### src/rtl/mem_access_stage_pkg.sv
// Shared widths, FSM encoding and decode helpers for the memory-access stage.
package mem_access_stage_pkg;

  localparam int WORD_LEN_C          = 16;
  localparam int REG_FILE_ADDR_LEN_C = 4;
  localparam int CNT_W               = 8;

  typedef enum logic [0:0] {
    MEM_IDLE   = 1'b0,
    MEM_ACCESS = 1'b1
  } mem_state_e;

  function automatic logic is_mem_op(input logic valid, input logic r_en, input logic w_en);
    return valid & (r_en | w_en);
  endfunction

endpackage

### src/rtl/mem_access_stage_if.sv
// SRAM request/acknowledge bus between the memory stage (master) and the SRAM (slave).
interface mem_access_stage_if
  import mem_access_stage_pkg::*;
#(
  parameter int WORD_LEN = WORD_LEN_C
) ();

  logic                req;
  logic                we;
  logic [WORD_LEN-1:0] addr;
  logic [WORD_LEN-1:0] wdata;
  logic [WORD_LEN-1:0] rdata;
  logic                ack;

  modport master (output req, we, addr, wdata, input rdata, ack);
  modport slave  (input req, we, addr, wdata, output rdata, ack);

endinterface

### src/rtl/mem_access_stage_mem_wb_reg.sv
// MEM/WB pipeline register: load-enabled, synchronous active-low clear.
module mem_wb_reg
  import mem_access_stage_pkg::*;
#(
  parameter int WORD_LEN     = WORD_LEN_C,
  parameter int REG_ADDR_LEN = REG_FILE_ADDR_LEN_C
) (
  input  logic                    clk,
  input  logic                    clr_n,
  input  logic                    ld,
  input  logic                    valid_d,
  input  logic                    wb_en_d,
  input  logic                    mem_r_en_d,
  input  logic                    add_base_d,
  input  logic [REG_ADDR_LEN-1:0] dest_d,
  input  logic [WORD_LEN-1:0]     alu_res_d,
  input  logic [WORD_LEN-1:0]     mem_data_d,
  input  logic [15:0]             val1_d,
  output logic                    valid_q,
  output logic                    wb_en_q,
  output logic                    mem_r_en_q,
  output logic                    add_base_q,
  output logic [REG_ADDR_LEN-1:0] dest_q,
  output logic [WORD_LEN-1:0]     alu_res_q,
  output logic [WORD_LEN-1:0]     mem_data_q,
  output logic [15:0]             val1_q
);

  // Pipeline register storage
  always_ff @(posedge clk) begin
    if (!clr_n) begin
      valid_q    <= 1'b0;
      wb_en_q    <= 1'b0;
      mem_r_en_q <= 1'b0;
      add_base_q <= 1'b0;
      dest_q     <= '0;
      alu_res_q  <= '0;
      mem_data_q <= '0;
      val1_q     <= 16'h0000;
    end else if (ld) begin
      valid_q    <= valid_d;
      wb_en_q    <= wb_en_d;
      mem_r_en_q <= mem_r_en_d;
      add_base_q <= add_base_d;
      dest_q     <= dest_d;
      alu_res_q  <= alu_res_d;
      mem_data_q <= mem_data_d;
      val1_q     <= val1_d;
    end
  end

endmodule

### src/rtl/mem_access_stage.sv
// Memory stage: SRAM load/store over a req/ack handshake with timeout abort,
// upstream freeze while an access is outstanding, and the MEM/WB register.
module mem_access_stage
  import mem_access_stage_pkg::*;
#(
  parameter int WORD_LEN     = WORD_LEN_C,
  parameter int REG_ADDR_LEN = REG_FILE_ADDR_LEN_C,
  parameter int TIMEOUT      = 255
) (
  input  logic                    clk,
  input  logic                    rst_n,
  input  logic                    valid_in,
  input  logic                    MEM_R_EN_in,
  input  logic                    MEM_W_EN_in,
  input  logic                    WB_EN_in,
  input  logic [REG_ADDR_LEN-1:0] dest_in,
  input  logic [WORD_LEN-1:0]     aluRes_in,
  input  logic [WORD_LEN-1:0]     st_val_in,
  input  logic [15:0]             val1_in,
  input  logic                    add_base_in,
  output logic                    freeze,
  mem_access_stage_if.master      sram,
  output logic                    mem_err,
  output logic                    valid_out,
  output logic                    WB_EN_out,
  output logic                    MEM_R_EN_out,
  output logic                    add_base_out,
  output logic [REG_ADDR_LEN-1:0] dest_out,
  output logic [WORD_LEN-1:0]     aluRes_out,
  output logic [WORD_LEN-1:0]     memData_out,
  output logic [15:0]             val1_out
);

  localparam logic [CNT_W-1:0] TIMEOUT_C = CNT_W'(TIMEOUT);

  mem_state_e          state_r, state_nxt_s;
  logic [CNT_W-1:0]    cnt_r, cnt_nxt_s;
  logic                req_r, we_r;
  logic [WORD_LEN-1:0] addr_r, wdata_r;

  logic                mem_op_s, start_s, done_s, ld_s, freeze_s, mem_err_s;
  logic                wb_valid_s, wb_en_s;
  logic [WORD_LEN-1:0] wb_mem_data_s;

  assign mem_op_s = is_mem_op(valid_in, MEM_R_EN_in, MEM_W_EN_in);

  // Next-state, freeze/abort decode and MEM/WB input selection
  always_comb begin
    state_nxt_s   = state_r;
    cnt_nxt_s     = cnt_r;
    start_s       = 1'b0;
    done_s        = 1'b0;
    ld_s          = 1'b1;
    freeze_s      = 1'b0;
    mem_err_s     = 1'b0;
    wb_valid_s    = valid_in;
    wb_en_s       = WB_EN_in & valid_in;
    wb_mem_data_s = '0;
    case (state_r)
      MEM_IDLE: begin
        if (mem_op_s) begin
          freeze_s    = 1'b1;
          start_s     = 1'b1;
          cnt_nxt_s   = 8'd0;
          wb_valid_s  = 1'b0;
          wb_en_s     = 1'b0;
          state_nxt_s = MEM_ACCESS;
        end else begin
          state_nxt_s = MEM_IDLE;
        end
      end
      MEM_ACCESS: begin
        if (sram.ack) begin
          done_s        = 1'b1;
          wb_mem_data_s = MEM_R_EN_in ? sram.rdata : '0;
          state_nxt_s   = MEM_IDLE;
        end else if (cnt_r == TIMEOUT_C) begin
          // Abort: instruction retires without write-back
          done_s      = 1'b1;
          mem_err_s   = 1'b1;
          wb_en_s     = 1'b0;
          state_nxt_s = MEM_IDLE;
        end else begin
          // Waiting: MEM/WB keeps the bubble loaded when the access started
          freeze_s  = 1'b1;
          ld_s      = 1'b0;
          cnt_nxt_s = cnt_r + 8'd1;
        end
      end
      default: begin
        state_nxt_s = MEM_IDLE;
        cnt_nxt_s   = 8'd0;
      end
    endcase
  end

  // FSM state and wait counter
  always_ff @(posedge clk) begin
    if (!rst_n) begin
      state_r <= MEM_IDLE;
      cnt_r   <= 8'd0;
    end else begin
      state_r <= state_nxt_s;
      cnt_r   <= cnt_nxt_s;
    end
  end

  // SRAM request drivers, held stable for the whole access
  always_ff @(posedge clk) begin
    if (!rst_n) begin
      req_r   <= 1'b0;
      we_r    <= 1'b0;
      addr_r  <= '0;
      wdata_r <= '0;
    end else if (start_s) begin
      req_r   <= 1'b1;
      we_r    <= MEM_W_EN_in & ~MEM_R_EN_in;
      addr_r  <= aluRes_in;
      wdata_r <= st_val_in;
    end else if (done_s) begin
      req_r <= 1'b0;
      we_r  <= 1'b0;
    end
  end

  assign sram.req   = req_r;
  assign sram.we    = we_r;
  assign sram.addr  = addr_r;
  assign sram.wdata = wdata_r;
  assign freeze     = freeze_s;
  assign mem_err    = mem_err_s;

  mem_wb_reg #(
    .WORD_LEN     (WORD_LEN),
    .REG_ADDR_LEN (REG_ADDR_LEN)
  ) u_mem_wb_reg (
    .clk        (clk),
    .clr_n      (rst_n),
    .ld         (ld_s),
    .valid_d    (wb_valid_s),
    .wb_en_d    (wb_en_s),
    .mem_r_en_d (MEM_R_EN_in),
    .add_base_d (add_base_in),
    .dest_d     (dest_in),
    .alu_res_d  (aluRes_in),
    .mem_data_d (wb_mem_data_s),
    .val1_d     (val1_in),
    .valid_q    (valid_out),
    .wb_en_q    (WB_EN_out),
    .mem_r_en_q (MEM_R_EN_out),
    .add_base_q (add_base_out),
    .dest_q     (dest_out),
    .alu_res_q  (aluRes_out),
    .mem_data_q (memData_out),
    .val1_q     (val1_out)
  );

endmodule

### src/flat_wrapper.sv
// flat-port wrapper written by rule: the top's interface ports become plain ports
module mem_access_stage_flat import mem_access_stage_pkg::*;
#(
  parameter int WORD_LEN     = WORD_LEN_C,
  parameter int REG_ADDR_LEN = REG_FILE_ADDR_LEN_C,
  parameter int TIMEOUT      = 255
)
  (clk, rst_n, valid_in, MEM_R_EN_in, MEM_W_EN_in, WB_EN_in, dest_in, aluRes_in, st_val_in, val1_in, add_base_in, freeze, mem_err, valid_out, WB_EN_out, MEM_R_EN_out, add_base_out, dest_out, aluRes_out, memData_out, val1_out, sram_req, sram_we, sram_addr, sram_wdata, sram_rdata, sram_ack);
  mem_access_stage_if #(.WORD_LEN(WORD_LEN)) sram_i ();
  input  logic clk;
  input  logic rst_n;
  input  logic valid_in;
  input  logic MEM_R_EN_in;
  input  logic MEM_W_EN_in;
  input  logic WB_EN_in;
  input  logic [REG_ADDR_LEN-1:0] dest_in;
  input  logic [WORD_LEN-1:0] aluRes_in;
  input  logic [WORD_LEN-1:0] st_val_in;
  input  logic [15:0] val1_in;
  input  logic add_base_in;
  output logic freeze;
  output logic mem_err;
  output logic valid_out;
  output logic WB_EN_out;
  output logic MEM_R_EN_out;
  output logic add_base_out;
  output logic [REG_ADDR_LEN-1:0] dest_out;
  output logic [WORD_LEN-1:0] aluRes_out;
  output logic [WORD_LEN-1:0] memData_out;
  output logic [15:0] val1_out;
  output wire logic [$bits(sram_i.req)-1:0] sram_req;
  output wire logic [$bits(sram_i.we)-1:0] sram_we;
  output wire logic [$bits(sram_i.addr)-1:0] sram_addr;
  output wire logic [$bits(sram_i.wdata)-1:0] sram_wdata;
  input wire logic [$bits(sram_i.rdata)-1:0] sram_rdata;
  input wire logic [$bits(sram_i.ack)-1:0] sram_ack;
  assign sram_req = sram_i.req;
  assign sram_we = sram_i.we;
  assign sram_addr = sram_i.addr;
  assign sram_wdata = sram_i.wdata;
  assign sram_i.rdata = sram_rdata;
  assign sram_i.ack = sram_ack;
  mem_access_stage #(.WORD_LEN(WORD_LEN), .REG_ADDR_LEN(REG_ADDR_LEN), .TIMEOUT(TIMEOUT)) u_core (.clk(clk), .rst_n(rst_n), .valid_in(valid_in), .MEM_R_EN_in(MEM_R_EN_in), .MEM_W_EN_in(MEM_W_EN_in), .WB_EN_in(WB_EN_in), .dest_in(dest_in), .aluRes_in(aluRes_in), .st_val_in(st_val_in), .val1_in(val1_in), .add_base_in(add_base_in), .freeze(freeze), .sram(sram_i), .mem_err(mem_err), .valid_out(valid_out), .WB_EN_out(WB_EN_out), .MEM_R_EN_out(MEM_R_EN_out), .add_base_out(add_base_out), .dest_out(dest_out), .aluRes_out(aluRes_out), .memData_out(memData_out), .val1_out(val1_out));
endmodule
### config.mk
export PLATFORM = sky130hd
export DESIGN_NAME = mem_access_stage_flat
export DESIGN_NICKNAME = d
export VERILOG_FILES = /design/src/rtl/mem_access_stage_pkg.sv /design/src/rtl/mem_access_stage_if.sv /design/src/rtl/mem_access_stage_mem_wb_reg.sv /design/src/rtl/mem_access_stage.sv /design/src/flat_wrapper.sv
export SDC_FILE = /design/constraint.sdc
export NUM_CORES = 1
export LEC_CHECK = 0
export CELL_PAD_IN_SITES_DETAIL_PLACEMENT = 0
export CELL_PAD_IN_SITES_GLOBAL_PLACEMENT = 1
export CORE_MARGIN = 2
export CORE_UTILIZATION = 32
export CTS_CLUSTER_DIAMETER = 100
export DETAILED_ROUTE_END_ITERATION = 8
export HOLD_SLACK_MARGIN = 0.08
export PLACE_DENSITY_LB_ADDON = 0.1
export SETUP_SLACK_MARGIN = 0.1
export SLEW_MARGIN = 0
export SYNTH_ARGS = -nofsm -noshare
export SYNTH_HDL_FRONTEND = slang
export SYNTH_SLANG_ARGS = --single-unit
export TNS_END_PERCENT = 1
### constraint.sdc
create_clock -name clk -period 2.32 [get_ports clk]
set_input_delay 0.348 -clock clk [delete_from_list [all_inputs] [get_ports clk]]
set_output_delay 0.348 -clock clk [all_outputs]
set_load 0.02 [all_outputs]
==> results.json <==
{
  "outcome": "finished, final reports clean",
  "synth_top_area_frac": 0.512,
  "grt_pass1_vias": 3375,
  "avgSynthCellArea_um2": 8.82,
  "fin_tns_setup_ps": 0,
  "drc": 0,
  "ys_seq_elements": 99,
  "critical_path_class": "reg -> out",
  "synth_ff_type": "dfxtp_1",
  "vias": 3501,
  "max_freq_mhz": 482,
  "wl_mm": 10.3,
  "postPlaceCellArea_mm2": 0.00566,
  "core_mm2": 0.0119,
  "syn_area_mm2": 0.00387,
  "synth.distinct_cells": 40,
  "synthMuxAreaShare": 0.00259,
  "drive_gt1_frac": 0.0660,
  "yosys-top-cells-area": "dfxtp_1 51%, nand2_1 15%, a21boi_1 10%",
  "cts_tree": "built",
  "end_kind": "primary output",
  "hold_path.startpoint": "u_core.u_mem_wb_reg.alu_res_q[9]",
  "hp-class": "reg -> reg",
  "vias_per_cell": 4.65,
  "synthAdderAreaFrac": 0.00323,
  "setup_viol": 0,
  "leakage_uw": 0.00222,
  "initial_core_util": 0.325,
  "fin_nets": 679,
  "numClockSinks": 99,
  "die_w_um": 114,
  "power_density_mw_per_mm2": 664,
  "met3_usage": 0.0553,
  "numCtsBuffers": 9,
  "cp.arrival_ps": 1730,
  "ios": 168,
  "cp_max_fo": 4,
  "fp-row-count": 40,
  "ir_worst_vdd_mv": 0.369,
  "clkPwrFrac": 0.375,
  "hold_end": "u_core.u_mem_wb_reg.alu_res_q[9]",
  "post_cts_buffers": 0,
  "grt_pass1_wl_mm": 16.5,
  "track_usage": 0.162,
  "first_iter_violations": 110,
  "insertion_delay_ps": 340,
  "synth_compound_area_frac": 0.206,
  "crit_buf_inv": 2,
  "yosys.area.top_type": "dfxtp_1",
  "period_share": 0.894,
  "post_drt_wl_per_cell_um": 13.7,
  "cp_top_family": "buffers and inverters",
  "internal_power_uw": 2980,
  "seq_area_frac_synth": 0.512,
  "slowest_stage": "dlygate4sd2_1",
  "rsz0062_at_grt": "false",
  "cts_buffer_depth": 2,
  "grt_busiest_layer": "met2",
  "dr.pass1.iters": 4,
  "hold_violations": 0,
  "cp_cell_sequence": "ha_1, buf_4, nand3_1, nor3_1, dlygate4sd2_1",
  "synth_top_family_by_area": "simple AND/OR/NAND/NOR gates",
  "netlist_instances": 439,
  "syn_nets": 516,
  "die_h_um": 114,
  "worst-slew-pin-transition_ps": 578,
  "die_area_mm2": 0.0130,
  "p_total_uw": 3940,
  "synth-xor-area-share": 0.00453,
  "root_buffer": "clkbuf_16",
  "cap_violations": 0,
  "clkTransAtPathRegs_ps": 70,
  "final_cells": 753,
  "skew_ps": 4.05,
  "fillers": 1177,
  "dp_hpwl_mm": 7.07,
  "grt_use_met1": 0.194,
  "r2r_slack_ps": 490,
  "r2r_cells": 6,
  "r2r_end": "u_core.cnt_r[4]",
  "synth_simple_gate_area_frac": 0.219,
  "grt-ovfl-total": 0,
  "ctsResizeCount": 2,
  "synth-edff-count": 0,
  "max-slew-margin-rel": 0.614,
  "netSwitchingFraction": 0.244,
  "min_path_cells": 2,
  "final_cell_area_mm2": 0.00594,
  "p_seq_frac": 0.463,
  "power.switching_uw": 964,
  "async_reset_ff_frac": 0,
  "dp.cells": 738,
  "htree_levels": 3,
  "area_growth_pct": 53.6,
  "p_comb_frac": 0.162,
  "port_buffers": 167,
  "grtUsageMet2": 0.266,
  "grt_max_degree": 51,
  "place_congestion": 0.748,
  "reg2reg_from": "u_core.cnt_r[0]",
  "cts_hold_buf": 0,
  "maxSlewViolCount": 0,
  "startpoint_type": "flop",
  "crit_required_ps": 1970,
  "grt_antenna_before_repair": 0,
  "max_stage_delay_ps": 380,
  "antennaDiodeCount": 0,
  "ant_nets": 0,
  "yosysWarnings": 0,
  "period_minus_slack_ps": 2070
}
## flip-flops by register name (all words and copies together) (netlist names)
register	count
u_core.sram.addr	16
u_core.sram.wdata	16
u_core.u_mem_wb_reg.alu_res_q	16
u_core.u_mem_wb_reg.mem_data_q	16
u_core.u_mem_wb_reg.val1_q	16
u_core.cnt_r	8
u_core.u_mem_wb_reg.dest_q	4
u_core.sram.req	1
u_core.sram.we	1
u_core.state_r	1
u_core.u_mem_wb_reg.add_base_q	1
u_core.u_mem_wb_reg.mem_r_en_q	1
u_core.u_mem_wb_reg.valid_q	1
u_core.u_mem_wb_reg.wb_en_q	1
## per-layer routing
layer,vias up,part of all wire
met5,-,0
met4,0,0.015
met3,10,0.076
met2,97,0.47
met1,1610,0.44
li1,1784,-
## worst max path at each step
stage | endpoint | from | cells past startpoint
floorplan | freeze | u_core.cnt_r[0] | 5
global placement | freeze | MEM_W_EN_in | 5
detailed placement | freeze | MEM_W_EN_in | 5
CTS | freeze | u_core.cnt_r[0] | 5
global route | mem_err | u_core.cnt_r[0] | 5
finish | mem_err | u_core.cnt_r[0] | 5
## placed cells by master (no fill, tap or decap), drive strengths merged, types with 2 or more instances in the layout
cell type / netlist / routed
a21boi: 73 / 73
a21oi: 3 / 3
a22oi: 16 / 16
and3: 2 / 2
buf: 19 / 17
clkbuf: 12 / 12
clkdlybuf4s50: 0 / 164
clkinv: 0 / 2
dfxtp: 99 / 99
inv: 2 / 2
nand2: 153 / 153
nand3: 10 / 10
nand4: 4 / 4
nor2: 4 / 4
nor2b: 17 / 17
nor3: 4 / 4
o21ai: 4 / 4
xnor2: 2 / 2
## cell type report
cell class                 count  area [µm²]  area share
clock buffer                  11         243      0.0408
clock inverter                 4        51.3     0.00863
inverter                       2        7.51     0.00126
multi-input combinational    307        1680       0.283
sequential                    99        1980       0.333
tap                          147         184      0.0309
timing repair buffer         183        1790       0.302
## stage by stage
step	utilization	hold WS (ps)	setup slack, ps
2_1_floorplan	-	453	675
3_3_place_gp	0.475	436	29.2
3_5_place_dp	0.475	443	14.5
4_1_cts	0.499	450	114
5_1_grt	0.499	464	144
6_report	0.499	448	247
## tightest hold or removal path: cells and delay by family (launching register included)
family | cells | cell delay, ps
flip-flops | 1 | 310
AO/OA/AOI/OAI | 1 | 50
AND/OR/NAND/NOR | 1 | 50
## power groups by stage
stage | Clock (µW) | Sequential [µW] | Combinational (µW)
2_1_floorplan | 0 | 1960 | 199
3_3_place_gp | 0 | 1860 | 646
3_5_place_dp | 0 | 1870 | 648
4_1_cts | 1550 | 1830 | 651
5_1_grt | 1620 | 1840 | 690
6_report | 1480 | 1830 | 637
## Yosys cell counts, types with 2 or more instances
master / n
o21ai_0: 3
buf_2: 9
a21boi_0: 20
a22oi_1: 16
nor3_1: 4
nand3_1: 10
nor2_1: 3
inv_1: 2
a21oi_1: 2
nor2b_1: 17
nand2_1: 153
nand4_1: 4
dfxtp_1: 99
clkbuf_1: 11
xnor2_1: 2
buf_6: 8
buf_4: 2
a21boi_1: 52
## cell families after synthesis
group / Yosys count
simple gates: 199
compound gates: 104
flops: 99
buf+inv: 33
xor+xnor: 2
mux: 1
fa+ha+maj: 1
Power figures use the tool's default switching activity.
